## config.mk

```make
export PLATFORM = sky130hd
export DESIGN_NAME = fdct4_serial_fwd
export DESIGN_NICKNAME = d
export VERILOG_FILES = /design/src/rtl/dct_pkg.sv /design/src/rtl/fdct4_butterfly.sv /design/src/rtl/fdct4_serial_fwd.sv
export SDC_FILE = /design/constraint.sdc
export NUM_CORES = 1
export LEC_CHECK = 0
export BUFFER_PORTS_ARGS = -buffer_cell sky130_fd_sc_hd__buf_2
export CORE_MARGIN = 4
export CORE_UTILIZATION = 45
export DETAILED_ROUTE_END_ITERATION = 10
export PLACE_DENSITY_LB_ADDON = 0.2
export RECOVER_POWER = 25
export SYNTH_ARGS = -nofsm -noshare
export SYNTH_HDL_FRONTEND = slang
export SYNTH_HIERARCHICAL = 1
export SYNTH_SLANG_ARGS = --single-unit
```

## constraint.sdc

```tcl
create_clock -name clk -period 9.89 [get_ports clk]
set_clock_uncertainty 0.2 [all_clocks]
set_input_delay 0.989 -clock clk [delete_from_list [all_inputs] [get_ports clk]]
set_output_delay 0.989 -clock clk [all_outputs]
set_load 0.1 [all_outputs]
```

## src/rtl/dct_pkg.sv

```systemverilog
// Constants, FSM encoding and saturation helper shared by the forward and inverse 4-point DCT stages.
package dct_pkg;

  localparam int C64 = 64;
  localparam int C83 = 83;
  localparam int C36 = 36;

  typedef enum logic [1:0] {
    COLLECT = 2'd0,
    BFLY    = 2'd1,
    MAC     = 2'd2,
    OUT     = 2'd3
  } dct_state_e;

  // Clamp a sign-extended value to the signed range of a dw-bit result.
  function automatic logic signed [63:0] sat(input logic signed [63:0] v, input int unsigned dw);
    logic signed [63:0] hi;
    logic signed [63:0] lo;
    hi = (64'sd1 <<< (dw - 1)) - 64'sd1;
    lo = -hi - 64'sd1;
    if (v > hi) sat = hi;
    else if (v < lo) sat = lo;
    else sat = v;
  endfunction

endpackage

```

## src/rtl/fdct4_butterfly.sv

```systemverilog
// Combinational even/odd butterfly of the 4-point forward DCT; results are one bit wider than the samples.
module fdct4_butterfly #(
  parameter int DW = 25
) (
  input  logic signed [DW-1:0] x0,
  input  logic signed [DW-1:0] x1,
  input  logic signed [DW-1:0] x2,
  input  logic signed [DW-1:0] x3,
  output logic signed [DW:0]   e0,
  output logic signed [DW:0]   e1,
  output logic signed [DW:0]   o0,
  output logic signed [DW:0]   o1
);

  logic signed [DW:0] w0, w1, w2, w3;

  assign w0 = {x0[DW-1], x0};
  assign w1 = {x1[DW-1], x1};
  assign w2 = {x2[DW-1], x2};
  assign w3 = {x3[DW-1], x3};

  assign e0 = w0 + w3;
  assign e1 = w1 + w2;
  assign o0 = w0 - w3;
  assign o1 = w1 - w2;

endmodule

```

## src/rtl/fdct4_serial_fwd.sv

```systemverilog
// Serial-in, parallel-out 4-point forward integer DCT: collect a row, butterfly, MAC, round/shift/saturate.
module fdct4_serial_fwd
  import dct_pkg::*;
#(
  parameter int DW    = 25,
  parameter int SHIFT = 1,
  parameter int IW    = DW + 9
) (
  input  logic                 clk,
  input  logic                 reset,
  input  logic                 in_valid,
  input  logic                 in_first,
  input  logic signed [DW-1:0] s_in,
  output logic                 in_ready,
  output logic                 out_valid,
  input  logic                 out_ready,
  output logic signed [DW-1:0] coef_0,
  output logic signed [DW-1:0] coef_1,
  output logic signed [DW-1:0] coef_2,
  output logic signed [DW-1:0] coef_3,
  output logic                 sync_err,
  output dct_state_e           dbg_state
);

  localparam logic signed [IW-1:0] K64 = IW'(C64);
  localparam logic signed [IW-1:0] K83 = IW'(C83);
  localparam logic signed [IW-1:0] K36 = IW'(C36);
  localparam logic signed [IW-1:0] RND = IW'(1 << (SHIFT - 1));

  dct_state_e state, state_nx;
  logic [1:0] cnt;
  logic [1:0] idx;
  logic       accept;
  logic signed [DW-1:0] x_q [4];
  logic signed [DW:0]   e0_w, e1_w, o0_w, o1_w;
  logic signed [DW:0]   e0_q, e1_q, o0_q, o1_q;
  logic signed [IW-1:0] ee0, ee1, oo0, oo1;
  logic signed [IW-1:0] y0, y1, y2, y3;

  // Handshakes: a beat transfers on a rising edge where valid and ready are both high; in_ready
  // depends only on state, and the coefficients stay frozen while out_valid waits for out_ready.
  assign in_ready  = (state == COLLECT);
  assign out_valid = (state == OUT);
  assign accept    = in_valid & in_ready;
  assign idx       = in_first ? 2'd0 : cnt;
  assign dbg_state = state;

  always_ff @(posedge clk or negedge reset) begin
    if (!reset) state <= COLLECT;
    else        state <= state_nx;
  end

  always_comb begin
    state_nx = state;
    case (state)
      COLLECT: if (accept && idx == 2'd3) state_nx = BFLY;
      BFLY:    state_nx = MAC;
      MAC:     state_nx = OUT;
      OUT:     if (out_ready) state_nx = COLLECT;
      default: state_nx = COLLECT;
    endcase
  end

  // in_first always restarts the row at x0; a restart over a partial row is flagged for one cycle.
  always_ff @(posedge clk or negedge reset) begin
    if (!reset) begin
      cnt      <= 2'd0;
      sync_err <= 1'b0;
      for (int i = 0; i < 4; i++) x_q[i] <= '0;
    end else begin
      sync_err <= accept && in_first && (cnt != 2'd0);
      if (accept) begin
        x_q[idx] <= s_in;
        cnt      <= (idx == 2'd3) ? 2'd0 : idx + 2'd1;
      end
    end
  end

  fdct4_butterfly #(.DW(DW)) u_bfly (
    .x0(x_q[0]), .x1(x_q[1]), .x2(x_q[2]), .x3(x_q[3]),
    .e0(e0_w),   .e1(e1_w),   .o0(o0_w),   .o1(o1_w)
  );

  assign ee0 = {{(IW-DW-1){e0_q[DW]}}, e0_q};
  assign ee1 = {{(IW-DW-1){e1_q[DW]}}, e1_q};
  assign oo0 = {{(IW-DW-1){o0_q[DW]}}, o0_q};
  assign oo1 = {{(IW-DW-1){o1_q[DW]}}, o1_q};

  assign y0 = K64 * ee0 + K64 * ee1;
  assign y1 = K83 * oo0 + K36 * oo1;
  assign y2 = K64 * ee0 - K64 * ee1;
  assign y3 = K36 * oo0 - K83 * oo1;

  function automatic logic signed [DW-1:0] round_sat(input logic signed [IW-1:0] y);
    logic signed [IW-1:0] r;
    logic signed [63:0]   w;
    r = (y + RND) >>> SHIFT;
    w = {{(64-IW){r[IW-1]}}, r};
    w = sat(w, DW);
    return w[DW-1:0];
  endfunction

  always_ff @(posedge clk or negedge reset) begin
    if (!reset) begin
      e0_q   <= '0;
      e1_q   <= '0;
      o0_q   <= '0;
      o1_q   <= '0;
      coef_0 <= '0;
      coef_1 <= '0;
      coef_2 <= '0;
      coef_3 <= '0;
    end else begin
      if (state == BFLY) begin
        e0_q <= e0_w;
        e1_q <= e1_w;
        o0_q <= o0_w;
        o1_q <= o1_w;
      end
      if (state == MAC) begin
        coef_0 <= round_sat(y0);
        coef_1 <= round_sat(y1);
        coef_2 <= round_sat(y2);
        coef_3 <= round_sat(y3);
      end
    end
  end

endmodule

```

==> flow_summary.yaml <==
detailed_routing:
  ant_nets: 0
  vias: 25400
  wl_per_cell_um: 18.6
  dr.pass1.iters: 6
  drt_iter0_drc: 1760
  wirelength_mm: 85.2
  drc_errors: 0
  vias_per_cell: 5.54
floorplan:
  die_y_um: 276
  fp-row-count: 98
  die_area_mm2: 0.0764
  core_mm2: 0.0715
  initial_core_util_pct: 45.3
  dieWidth_um: 276
  ios: 135
yosys:
  synth.ff_latch_count: 301
  ys_warn_count: 6
  synth_area_mm2: 0.0324
  ys.flop_type: "dfrtp_1"
  synth_area_per_cell_um2: 9.12
  synth_common_cells: "inv_1, ha_1, dfrtp_1"
  synth.area.top_cells: "dfrtp_1, ha_1, fa_1"
  synth_nets: 4204
  yosysMostFrequentCell: "inv_1"
  async_flop_share_pct: 100
  synth_edf_count: 0
  yosys.area.top_type: "dfrtp_1"
  synth_top_cell_area_share_pct: 23.2
  yosysSeqAreaShare_pct: 23.2
  synth.distinct_cells: 117
  syn_inst: 3553
layout:
  fin_nets: 4248
  fillCellCount: 6860
  antennaDiodeCount: 0
  layout-drive-gt1-share_pct: 12.7
  syn2layout_area_growth_pct: 8.40
  multi_input_area_mm2: 0.0224
  regArea_mm2: 0.00753
clock_network:
  cts-root-buf: "clkbuf_16"
  ctsHoldBuffers: 0
  clock_sinks: 301
  postCtsResizedCells: 0
  path_clk_slew_ns: 0.06
  tritoncts: "yes"
  clk_latency_ns: 0.58
  cts_buffer_depth: 3
  cts_buffers: 39
  cts_setup_buffers: 0
  htreeDepth: 2
grt:
  track_usage_pct: 21.8
  grt-ovfl-total: 0
  antenna_found_initial: 0
  grt_max_degree: 92
  grt_pass1_wl_mm: 137
  grt_pass1_vias: 25100
worst_setup_path:
  crit_type: "reg2reg"
  worst-path-buf-inv: 2
  cp.required_ns: 10.20
  worst-path-max-fanout: 24
  cp.arrival_ns: 9.04
  crit_slowest_cell: "nand4bb_2"
  start_kind: "flip-flop"
  max_stage_delay_ns: 0.60
  cp_top_family: "adder cells"
  end_kind: "flip-flop"
timing:
  setup_viol: 0
  drv_slew: 308
  worst_slew_pin_slew_ns: 3.49
  slew_headroom_pct: -132
  final_hold_viol_count: 0
  finalSetupTns_ns: 0
  layout_min_cycle_time_ns: 8.73
  rsz0062_at_grt: "no"
  max_freq_mhz: 114
  post-route-period-util_pct: 88.3
placement:
  gp_congestion: 0.916
  dpl.hpwl_mm: 68.4
  portBuffers: 134
status:
  status: "finished with violations"
  violations: "max-capacitance violations, max-slew violations"
job:
  maxCapViolCount: 5
min_path:
  hp-class: "reg2reg"
==> flip-flops by register name, indices dropped and copies added (netlist names) <==
register	flops
e0_q	26
cnt	2
coef_0	21
coef_1	25
sync_err	1
x_q	100
coef_2	21
coef_3	25
dbg_state	2
o1_q	26
e1_q	26
o0_q	26
==> per-stage QoR <==
stage	hold WS, ns	setup WS (ns)	cell area, um2	utilization [%]	std cells
6_report	0.279	1.16	35100	49.1	4578
5_1_grt	0.298	0.505	35100	49.1	4578
3_5_place_dp	0.275	1.22	33700	47.2	4506
4_1_cts	0.125	1.20	35200	49.2	4578
2_1_floorplan	0.267	2.38	32400	-	3553
3_3_place_gp	0.258	1.33	33700	47.2	4506
==> cell type report <==
class | count | area share, %
Clock buffer | 47 | 3.01
Timing Repair Buffer | 150 | 2.22
Multi-Input combinational cell | 2626 | 63.7
Inverter | 479 | 5.12
Clock inverter | 25 | 1.11
Sequential cell | 301 | 21.4
Tap cell | 950 | 3.38
==> final timing paths <==
| check | to | cells after the start | slack [ns] | from |
|---|---|---|---|---|
| max | coef_1[10] | 27 | 1.16 | o1_q[1] |
| min | coef_3[24] | 1 | 0.28 | coef_3[24] |
| max reg2reg | coef_1[10] | 27 | 1.16 | o1_q[1] |
| min reg2reg | coef_3[24] | 1 | 0.28 | coef_3[24] |
| max in group asynchronous | coef_2[8] | 2 | 3.56 | reset |
| min in group asynchronous | coef_1[2] | 1 | 1.35 | reset |
==> worst register-to-register path, cell delays in order, from the launching register on <==
cell and delay (ns):
dfrtp_1 0.50, ha_1 0.35, ha_1 0.23, fa_1 0.43, a211oi_1 0.32, o211ai_1 0.21
a22o_1 0.33, o21a_1 0.21, o21ai_0 0.16, nand2b_1 0.07, a21oi_1 0.17, xnor2_1 0.16
fa_1 0.45, ha_1 0.32, fa_1 0.49, inv_1 0.06, fa_1 0.52, inv_1 0.04
ha_1 0.38, and3_1 0.20, nand4_1 0.17, o21ai_0 0.42, o21ai_0 0.14, or4_1 0.53
a2111oi_2 0.47, nand4bb_2 0.60, and2_1 0.41, o2bb2ai_1 0.13
==> layer usage <==
layer  vias up  wire length [um]  GRT usage, %
met4         0              1940          5.33
met2       445             40000          36.5
met3       102              2670          2.03
met5         -                 0             0
li1      12400                 -             -
met1     12400             40700          30.6
==> layout by cell type (no fill, tap or decap), types with 39 or more instances in the layout <==
cell type / count
dfrtp_1: 301
xor2_1: 73
nor3_1: 46
inv_1: 470
ha_1: 464
buf_2: 133
a21oi_1: 262
a21o_1: 69
fa_1: 156
nand2_1: 164
mux2_2: 164
o21ai_0: 175
clkbuf_16: 39
xnor2_1: 165
nand3_1: 67
nor2_1: 244
==> kinds of logic (layout without fill, tap and decap cells) <==
| kind of cell | after synthesis | after routing | synth area share (%) |
|---|---|---|---|
| AO/OA/AOI/OAI | 883 | 883 | 18.4 |
| AND/OR/NAND/NOR | 714 | 714 | 10.6 |
| XOR/XNOR | 239 | 239 | 6.46 |
| buffers and inverters | 626 | 701 | 7.78 |
| adder cells (fa/ha/maj) | 621 | 621 | 27.6 |
| multiplexers | 169 | 169 | 5.87 |
| flip-flops | 301 | 301 | 23.2 |
Power is left out: the tool's default activity adds up to more than one toggle a clock period on the data nets, which glitch-free logic cannot reach.
